==> config.mk <==
export PLATFORM = sky130hd
export DESIGN_NAME = td4_exec_stage
export DESIGN_NICKNAME = d
export VERILOG_FILES = /design/src/rtl/td4_exec_stage.sv
export SDC_FILE = /design/constraint.sdc
export NUM_CORES = 1
export LEC_CHECK = 0
export ABC_AREA = 1
export BUFFER_PORTS_ARGS = -buffer_cell sky130_fd_sc_hd__clkbuf_2
export CAP_MARGIN = 25
export CORE_UTILIZATION = 50
export CTS_BUF_LIST = sky130_fd_sc_hd__clkbuf_8
export CTS_CLUSTER_DIAMETER = 50
export DETAILED_ROUTE_END_ITERATION = 10
export GPL_TIMING_DRIVEN = 1
export PLACE_DENSITY_LB_ADDON = 0.25
export SYNTH_ARGS = -nofsm -noshare
export SYNTH_HDL_FRONTEND = slang
export SYNTH_SLANG_ARGS = --single-unit
==> constraint.sdc <==
create_clock -name CLK -period 1.2 [get_ports CLK]
set_input_delay 0.12 -clock CLK [delete_from_list [all_inputs] [get_ports CLK]]
set_output_delay 0.12 -clock CLK [all_outputs]
set_load 0.1 [all_outputs]
==> src/rtl/td4_exec_stage.sv <==
// TD4 execute/writeback stage: adds selector output to the immediate and
// writes the sum into A, B, OUT and/or PC; holds the carry flag and steps PC.
// Optional macro TD4_OUT_STROBE_EN adds OUT_STB, a one-cycle pulse after
// every executed OUT write.
module td4_exec_stage #(
  parameter int unsigned N = 4,
  parameter int unsigned P = 4
) (
  input  logic         CLK,
  input  logic         RST,
  input  logic         EN,
  input  logic [N-1:0] Y,
  input  logic [N-1:0] IM,
  input  logic [3:0]   LD,
  output logic [N-1:0] REG_A,
  output logic [N-1:0] REG_B,
  output logic [N-1:0] OUT,
  output logic [P-1:0] PC,
`ifdef TD4_OUT_STROBE_EN
  output logic         OUT_STB,
`endif
  output logic         CARRY
);

  localparam int unsigned SumW = N + 1;

  logic [SumW-1:0] sum_c;
  logic [N-1:0]    a_q, a_d;
  logic [N-1:0]    b_q, b_d;
  logic [N-1:0]    out_q, out_d;
  logic [P-1:0]    pc_q, pc_d;
  logic            carry_q, carry_d;
`ifdef TD4_OUT_STROBE_EN
  logic            stb_q, stb_d;
`endif

  // Adder: carry-out lands in the top bit.
  assign sum_c = SumW'(Y) + SumW'(IM);

  // Next-state: loads and PC/carry update only on executed cycles.
  always_comb begin
    a_d     = a_q;
    b_d     = b_q;
    out_d   = out_q;
    pc_d    = pc_q;
    carry_d = carry_q;
`ifdef TD4_OUT_STROBE_EN
    stb_d   = 1'b0;
`endif
    if (EN) begin
      if (LD[0]) a_d   = sum_c[N-1:0];
      if (LD[1]) b_d   = sum_c[N-1:0];
      if (LD[2]) out_d = sum_c[N-1:0];
      if (LD[3]) pc_d  = sum_c[P-1:0];
      else       pc_d  = pc_q + P'(1);
      carry_d = sum_c[N];
`ifdef TD4_OUT_STROBE_EN
      stb_d   = LD[2];
`endif
    end
  end

  // State registers with asynchronous reset.
  always_ff @(posedge CLK or posedge RST) begin
    if (RST) begin
      a_q     <= '0;
      b_q     <= '0;
      out_q   <= '0;
      pc_q    <= '0;
      carry_q <= 1'b0;
`ifdef TD4_OUT_STROBE_EN
      stb_q   <= 1'b0;
`endif
    end else begin
      a_q     <= a_d;
      b_q     <= b_d;
      out_q   <= out_d;
      pc_q    <= pc_d;
      carry_q <= carry_d;
`ifdef TD4_OUT_STROBE_EN
      stb_q   <= stb_d;
`endif
    end
  end

  assign REG_A = a_q;
  assign REG_B = b_q;
  assign OUT   = out_q;
  assign PC    = pc_q;
  assign CARRY = carry_q;
`ifdef TD4_OUT_STROBE_EN
  assign OUT_STB = stb_q;
`endif

endmodule
**Yosys cells after proc, flatten, opt, wreduce, memory -nomap -nowiden**

Index checks and enable logic that the tools add are counted.

- Add/subtract/negate cells: 2
- Muxes and demuxes: 1
- Reduce and logical (&&, ||, !) cells: 3

Operators with widths:

| operator | count |
|---|---|
| AND reduction 2 bit | 3 |
| adder 4 x 4 -> 5 bit | 1 |
| adder 4 x 1 -> 4 bit (second input constant) | 1 |
| 2-to-1 mux 4 bit | 1 |

- Register bits after elaboration: 17
- Input port bits: 15
- Output and inout port bits: 17
- Word-level logic and storage cells: 11

**Depth between registers and ports, before layout**

Gate-level depths: netlist of the first run.

- Depth after elaboration: 2
- Gate-level depth with buffers: 8
- Gate-level depth less buffers: 8

**Worst setup path after synthesis of the first run**

No wires, ideal clock.

- Kind: register -> register
- Start: register pc_q[0], in the netlist PC[0]
- End: register pc_q[2], in the netlist PC[2]
- Library setup time: 0.129 ns
- Arrival time: 1.530 ns
- Data required time: 1.071 ns
- Path slack: -0.459 ns
- Cell stages (with the launch flop): 5
- Buffers on the path: 0
- Path through: dfrtp_1 > ha_1 > xor2_1 > o21ai_0 > o21ai_0

- Longest elaborated chain between the ends: 2

Ends and longest elaborated chain:

| what | RTL line | RTL |
|---|---|---|
| from (decl) | 31 | `logic [P-1:0] pc_q, pc_d;` |
| from (signal assigned) | 78 | `pc_q <= pc_d;` |
| adder 4 x 1 -> 4 bit | 55 | `else pc_d = pc_q + P'(1);` |
| 2-to-1 mux 4 bit | 54 | `if (LD[3]) pc_d = sum_c[P-1:0];` |

No other way between the ends.
A chain may end at the register's enable or synchronous reset.

**Final worst setup path of the first run**

- Start: input port IM[0]
- End: register pc_q[2], in the netlist PC[2]

- Longest elaborated chain between the ends: 2

Ends and longest elaborated chain:

| what | RTL line | RTL |
|---|---|---|
| from (decl) | 13 | `input logic [N-1:0] IM,` |
| adder 4 x 4 -> 5 bit | 38 | `assign sum_c = SumW'(Y) + SumW'(IM);` |
| 2-to-1 mux 4 bit | 54 |  |

No other way between the ends.

==> reports/results.ini, run 1 <==
[clock_network]
cts_setup_buffers = 0
clock_path_buffers = 2
insertion_delay_ps = 250
cts_made_buffers = 3
root_buffer = clkbuf_8
htree_levels = 1
cts_tree = built
cts.sinks = 17
clkTransAtPathRegs_ps = 70

[synth]
yosysMostFrequentCell = nand2_1
yosysTopAreaCell = dfrtp_1
yosysWarnings = 0
avgSynthCellArea_um2 = 8.60
synthFlopType = dfrtp_1
synth_common_cells = nand2_1, dfrtp_1, o21ai_0
seq_area_frac_synth = 0.490
syn_nets = 122
yosys_register_bits = 17
async_flop_share = 1.00
synth_cell_types = 19
synth.top_cell.area_share = 0.490
syn_inst = 101
synth_edf_count = 0
syn_area_um2 = 868
yosys-top-cells-area = dfrtp_1, nand2_1, o21ai_0

[routing]
via_per_inst = 5.75
remaining_drc_errors = 3
wl_per_cell_um = 17.1
drt_pass1_iterations = 8
drt_wl_total_um = 2650
vias = 891
drtIter0Drc = 38
ant_nets = 0

[worst_setup_path]
worst_r2r_path_depth = 4
crit_arrival_ps = 1300
r2r-end = PC[2]
worstSetupPathType = primary input to register
start_kind = primary input
crit_fanout = 2
worstPathRequired_ps = 1340
r2r_start = PC[0]
crit_start = IM[0]
endpoint_kind = register
reg2reg_slack_ps = 40
endpoint = PC[2]

[run]
cap_violations = 0

[run_status]
violations = design-rule violations
status = finished with violations

[sta]
timing.final.crit_share = 0.972
fin_crit_ps = 1170
fmax_mhz = 857
max_slew_margin = 0.829
layout_setup_ws_ps = 33.7
tightest_slew_ps = 256
drv_slew = 0
final_hold_viol_count = 0
setup-tns-final_ps = 0
rsz0062_at_grt = yes
setup_viol = 0
fin_skew_ps = 0.702

[place]
place_congestion = 0.747
post-place-ws_ps = -233
post-dp-hpwl_um = 1890
port_buffers = 31

[finish]
multi_input_comb_area_um2 = 413
final_nets = 161
n_fill_cell = 69
final-seq-area_um2 = 438
num_antenna_cells = 0
drive_above_1_share = 0.353
post-route-util = 0.900
area_growth_pct = 61.7

[pwr]
power_density_nw_per_um2 = 1960
leakagePower_nw = 0.720
ir_worst_vdd_mv = 1.81

[hold_path]
hold_path_class = primary input to register

[floorplanning]
die_w_um = 43.7
fp.coreArea_um2 = 1560
die_area_um2 = 1910
io_pins = 32
die_y_um = 43.7
fp-row-count = 14
start_util = 0.557

[global_route]
grt_pass1_vias = 913
grt.overflow.total = 0
grt_usage = 0.300
grt_max_degree = 18
antenna_found_initial = 0
grt_pass1_wl_um = 4030

## metal layers
layer  GRT usage  up-vias  part of all wire
li1            -      400                 -
met1       0.307      407              0.34
met2       0.531       61              0.52
met3      0.0625       23             0.069
met4       0.219        0             0.063
met5           0        -                 0
## placed cells by master (no fill, tap or decap)
master	instances
xor2_1	1
o21ai_2	1
ha_4	1
fa_1	1
nand2_2	3
clkbuf_8	3
nand4_1	1
inv_1	13
or2_4	1
o211ai_1	1
dlygate4sd3_1	1
nand2_1	30
xnor2_2	1
dfrtp_2	1
buf_4	3
ha_1	4
clkbuf_2	14
nor2_1	4
nand3_2	1
o21ai_0	11
buf_12	17
dfrtp_4	3
dfrtp_1	13
a21oi_1	2
nand3_1	4
o21ai_1	4
## how the worst min path moves through the flow
stage,from,end,cells past startpoint
after global routing,LD[1],REG_B[3],3
after detailed placement,RST,PC[2],3
after global placement,RST,CARRY,3
final,EN,PC[0],3
after floorplan,RST,CARRY,1
after CTS,EN,PC[0],3
## sequential cells by signal, indices dropped and copies added (netlist names)
register,flops
CARRY,1
OUT,4
PC,4
REG_A,4
REG_B,4
## critical path, cell delays in order
cell and delay [ps]:
clkbuf_2 80, ha_1 170, inv_1 70, fa_1 430
xnor2_2 170, nor2_1 160, o21ai_1 100
## cell families (layout without fill, tap and decap cells)
kind of cell	after synthesis	in the layout	synth area share
AO/OA/AOI/OAI	19	19	0.117
buffers and inverters	13	51	0.0576
adder cells (fa/ha/maj)	6	6	0.0951
AND/OR/NAND/NOR	44	44	0.220
flip-flops	17	17	0.490
XOR/XNOR	2	2	0.0202
## stage by stage
stage / area [um^2] / std cells / power (mW) / hold WS, ps
6_report: 1400 / 155 / 2.76 / 217
5_1_grt: 1400 / 155 / 2.84 / 226
4_1_cts: 1400 / 155 / 2.75 / 210
3_5_place_dp: 1340 / 150 / 2.32 / 120
3_3_place_gp: 1340 / 150 / 2.27 / 117
2_1_floorplan: 893 / 101 / 1.71 / 46.1
## layout make-up
class,instances,share of cell area
Multi-Input combinational cell,71,0.294
Inverter,12,0.0321
Clock buffer,3,0.0294
Tap cell,16,0.0143
Sequential cell,17,0.312
Clock inverter,1,0.00267
Timing Repair Buffer,35,0.316
## report_power, final
part / total [mW] / switching (mW) / internal, mW
sequential: 0.830 / 0.144 / 0.686
combinational: 1.50 / 0.985 / 0.515
clock: 0.427 / 0.200 / 0.227
total: 2.76 / 1.33 / 1.43
## what timing repair did
| item | CTS | global route |
|---|---|---|
| gates resized for setup | 0 | 2 |
| hold endpoints to repair | 17 | 0 |
| hold buffers | 1 | 0 |
| setup endpoints to repair | 0 | 4 |
Note: power is estimated with default switching activity, not from simulation.
==> run 2: changes to the inputs <==
SETUP_SLACK_MARGIN = 0.2   (was not set)
==> reports/results.ini, run 2 (synthesis gave the netlist of run 1 again) <==
[clock_network]
clock_path_buffers = 2  ; unchanged
clkTransAtPathRegs_ps = 70  ; about the same
cts_made_buffers = 3  ; unchanged
insertion_delay_ps = 260  ; about the same
root_buffer = clkbuf_8
htree_levels = 1  ; unchanged
cts_tree = built
cts.sinks = 17  ; unchanged

[sta]
tightest_slew_ps = 326  ; +70.6 ps
drv_slew = 0  ; unchanged
final_hold_viol_count = 0  ; unchanged
setup-tns-final_ps = 0  ; unchanged
timing.final.crit_share = 0.970  ; -0.00221
max_slew_margin = 0.782  ; -0.0472
whs_ps = 218  ; +0.823 ps
fmax_mhz = 859  ; +0.23%
rsz0062_at_grt = yes
fin_skew_ps = 0.454  ; -0.248 ps
setup_viol = 0  ; unchanged
fin_crit_ps = 1160  ; -2.65 ps

[routing]
remaining_drc_errors = 3  ; unchanged
wl_per_cell_um = 20.0  ; +17%
drt_pass1_iterations = 7  ; -1
vias = 921  ; +3.4%
drt_wl_total_um = 3070  ; +16%
ant_nets = 0  ; unchanged
via_per_inst = 5.98  ; +4.0%
drtIter0Drc = 60  ; +58%

[finish]
final_common_cell = nand2_1
post-route-util = 0.934  ; +0.0337
final_nets = 160  ; -0.62%
num_antenna_cells = 0  ; unchanged
drive_above_1_share = 0.500  ; +0.147
area_growth_pct = 67.7
final_cell_mix = nand2_1, buf_12, clkbuf_2

[worst_setup_path]
crit_arrival_ps = 1310  ; about the same
worstPathRequired_ps = 1350  ; about the same
endpoint = PC[2]
crit_start = PC[0]
worstSetupPathType = register to register
worst_r2r_path_depth = 4  ; unchanged
start_kind = register
r2r-end = PC[2]
r2r_start = PC[0]
reg2reg_slack_ps = 40  ; about the same
endpoint_kind = register
crit_fanout = 6  ; +4

[floorplanning]
die_w_um = 43.7  ; unchanged
start_util = 0.557  ; unchanged
fp.coreArea_um2 = 1560  ; unchanged
die_area_um2 = 1910  ; unchanged
fp-row-count = 14  ; unchanged
die_y_um = 43.7  ; unchanged
io_pins = 32  ; unchanged

[pwr]
p_comb_frac = 0.545  ; about the same
ir_worst_vdd_mv = 1.31  ; -27%
leakagePower_nw = 0.696  ; -3.3%
power_density_nw_per_um2 = 1970  ; +0.38%
p_int_mw = 1.48  ; +3.7%
p_seq_frac = 0.296  ; -0.005
p_switching_mw = 1.39  ; +4.6%
clock_power_share = 0.158  ; +0.003
switching_share = 0.484  ; +0.00223

[global_route]
grt_pass1_vias = 951  ; +4.2%
grt_usage = 0.380  ; +0.0807
antenna_found_initial = 0  ; unchanged
grt_pass1_wl_um = 4890  ; +21%
grt_max_degree = 18  ; unchanged
grt.overflow.total = 0  ; unchanged

[run_status]
violations = design-rule violations
status = finished with violations

[hold_path]
hold_path_class = primary input to register
hold_path_startpoint = LD[3]

[place]
port_buffers = 31  ; unchanged
post-dp-hpwl_um = 1910  ; +1.0%
place_congestion = 0.837  ; +12%

[run]
cap_violations = 0  ; unchanged

run 2: cell count changes in the layout (fill, tap and decap cells not counted), sizes merged:
cell / before / now
clkinvlp: 0 / 1
inv: 13 / 12
buf: 20 / 19
run 2: metal layers:
| metal | routed length [um] | global-route usage | vias to the layer above |
|---|---|---|---|
| met5 | 0 | 0 | - |
| met2 | 1680 | 0.704 | 61 |
| met1 | 1110 | 0.410 | 448 |
| li1 | - | - | 403 |
| met3 | 200 | 0.0542 | 9 |
| met4 | 87 | 0.206 | 0 |
run 2: power groups by stage:
| stage | registers [mW] | clock network [mW] | logic (mW) |
|---|---|---|---|
| detailed placement | 0.854 | 0 | 1.51 |
| global placement | 0.845 | 0 | 1.47 |
| finish | 0.850 | 0.455 | 1.57 |
| CTS | 0.848 | 0.447 | 1.54 |
| global route | 0.860 | 0.472 | 1.61 |
| floorplan | 1.52 | 0 | 0.232 |
run 2: worst min-delay path by stage:
stage	cells past startpoint	to	slack [ps]
floorplan	1	PC[0]	50
global placement	3	PC[0]	120
detailed placement	3	PC[0]	140
CTS	3	PC[1]	210
global route	3	PC[1]	230
finish	3	PC[1]	220
run 2: critical path, cell delays in order (launching register included):
cell and delay (ps):
dfrtp_4 530, ha_4 180, xor2_1 130, o21ai_1 140, o21ai_1 80
run 2: metrics by stage:
stage | setup WS [ps] | instance area, um^2 | cells | total power, mW
floorplan | -59.8 | 947 | 101 | 1.75
global placement | -53.0 | 1380 | 148 | 2.31
detailed placement | -104 | 1380 | 148 | 2.36
CTS | 45.4 | 1440 | 153 | 2.84
global route | -1.01 | 1460 | 154 | 2.94
finish | 36.3 | 1460 | 154 | 2.87
run 2: layout make-up:
type	instances	area, um^2
flip-flops and latches	17	457
multi-input cells	71	450
clock inverters	1	7.51
repair buffers	34	435
clock buffers	3	41.3
fillers	53	103
inverters	12	45.0
well taps	16	20.0
run 2: repair_timing:
item                                    CTS  global route
gates resized for setup                   1             4
hold buffers                              1             0
pin swaps                                 2             0
hold endpoints to repair                 17             0
buffers inserted                          0             1
endpoints found under the setup margin   10            14
==> run 3: changes to the inputs <==
CORE_UTILIZATION = 45   (was 50)
==> reports/results.ini, run 3 (synthesis gave the netlist of run 1 again) <==
[finish]
final-seq-area_um2 = 457  ; unchanged
drive_above_1_share = 0.496  ; -0.00360
n_fill_cell = 108  ; +100%
stdcell_area_um2 = 1490  ; +2.0%
area_growth_pct = 71.0
post-route-util = 0.842  ; -0.0923
final_nets = 161  ; +0.63%
num_antenna_cells = 0  ; unchanged
final_common_cell = nand2_1
final_cell_mix = nand2_1, buf_12, dfrtp_2
multi_input_comb_area_um2 = 448  ; -0.56%

[pwr]
p_switching_mw = 1.33  ; -4.5%
clock_power_share = 0.154  ; -0.004
switching_share = 0.473  ; -0.0115
power_density_nw_per_um2 = 1890  ; -4.0%
ir_worst_vdd_mv = 1.72  ; +31%
p_int_mw = 1.48  ; about the same
p_comb_frac = 0.548  ; +0.003
leakagePower_nw = 0.710  ; +2.0%
p_seq_frac = 0.299  ; +0.003

[worst_setup_path]
worstPathRequired_ps = 1340  ; about the same
worstSetupPathType = register to register
endpoint_kind = register
crit_fanout = 4  ; -2
start_kind = register
crit_arrival_ps = 1320  ; about the same

[global_route]
grt_max_degree = 18  ; unchanged
grt_pass1_wl_um = 3470  ; -29%
grt.overflow.total = 0  ; unchanged
grt_usage = 0.244  ; -0.137
antenna_found_initial = 0  ; unchanged
grt_pass1_vias = 748  ; -21%

[sta]
tightest_slew_ps = 253  ; -73.7 ps
layout_setup_ws_ps = 17.1  ; -19.2 ps
max_slew_margin = 0.831  ; +0.0493
setup_viol = 0  ; unchanged
fin_skew_ps = 0.536  ; +0.0822 ps
final_hold_viol_count = 0  ; unchanged
rsz0062_at_grt = yes
drv_slew = 0  ; unchanged
fin_crit_ps = 1180  ; +19.2 ps
fmax_mhz = 845  ; -1.6%
timing.final.crit_share = 0.986  ; +0.0160

[place]
port_buffers = 31  ; unchanged
placed_area_um2 = 1390  ; +0.82%
place_congestion = 0.780  ; -6.7%
post-dp-hpwl_um = 1600  ; -16%
post-place-ws_ps = -126  ; -21.7 ps

[run]
cap_violations = 0  ; unchanged

[clock_network]
root_buffer = clkbuf_8
cts_tree = built
insertion_delay_ps = 260  ; about the same
cts.sinks = 17  ; unchanged
htree_levels = 1  ; unchanged
cts_made_buffers = 3  ; unchanged
clkTransAtPathRegs_ps = 70  ; about the same
clock_path_buffers = 2  ; unchanged

[hold_path]
hold_path_class = primary input to register

[routing]
via_per_inst = 5.20  ; -13%
drt_pass1_iterations = 4  ; -3
remaining_drc_errors = 0  ; -3
drtIter0Drc = 47  ; -22%
ant_nets = 0  ; unchanged
wl_per_cell_um = 13.5  ; -32%
drt_wl_total_um = 2210  ; -28%
vias = 852  ; -7.5%

[floorplanning]
fp.coreArea_um2 = 1760  ; +13%
die_y_um = 45.9  ; +5.2%
fp-row-count = 15  ; +1
die_w_um = 45.9  ; +5.2%
io_pins = 32  ; unchanged
start_util = 0.492  ; -0.0648
die_area_um2 = 2110  ; +11%

[run_status]
status = completed

run 3: cell count changes in the layout (fill, tap and decap cells not counted), sizes merged:
| cell | change |
|---|---|
| inv | +1 |
| buf | +3 |
| clkinvlp | -1 |
| clkbuf | -2 |
run 3: worst paths after layout:
kind	start	endpoint	slack (ps)	cells past startpoint
max	PC[1]	PC[2]	20	4
min	EN	PC[0]	200	3
max reg2reg	PC[1]	PC[2]	20	4
min reg2reg	OUT[3]	OUT[3]	540	2
max in group asynchronous	RST	PC[1]	590	4
min in group asynchronous	RST	PC[2]	400	4
run 3: area by class of cell:
cell class	count	area share
flip-flops and latches	17	0.307
well taps	25	0.0211
inverters	12	0.0303
clock inverters	1	0.00253
multi-input cells	71	0.302
repair buffers	35	0.309
clock buffers	3	0.0278
run 3: critical path, stage by stage, from the launching register on:
cell     delay [ps]
dfrtp_4         520
ha_4            170
xor2_1          140
o21ai_1         150
o21ai_1          80
run 3: per-stage QoR:
| stage | instances | hold WS (ps) | power, mW | TNS, ps |
|---|---|---|---|---|
| 6_report | 164 | 196 | 2.81 | 0 |
| 5_1_grt | 164 | 211 | 2.90 | -1.38 |
| 4_1_cts | 164 | 195 | 2.79 | 0 |
| 3_5_place_dp | 157 | 131 | 2.34 | -489 |
| 3_3_place_gp | 157 | 117 | 2.31 | -233 |
| 2_1_floorplan | 101 | 45.3 | 1.75 | -59.8 |
run 3: power groups by stage:
stage	clock (mW)	combinational (mW)	sequential, mW
after floorplan	0	0.232	1.52
after CTS	0.429	1.52	0.838
after global routing	0.451	1.60	0.850
after global placement	0	1.47	0.846
after detailed placement	0	1.49	0.852
final	0.432	1.54	0.839
run 3: repair_timing:
| action | 4_1_cts | 5_1_grt |
|---|---|---|
| gates resized for setup | 1 | 10 |
| setup buffers | 2 | 0 |
| pin swaps | 2 | 5 |
| hold buffers | 1 | 0 |
| endpoints found under the hold margin | 17 | 0 |
| endpoints found under the setup margin | 10 | 11 |
run 3: layer usage:
layer  vias to the layer above  track usage  wire length, um
met1                       407        0.327              929
met5                         -            0                0
met4                         0        0.106               60
li1                        403            -                -
met2                        34        0.372             1130
met3                         8       0.0595               96
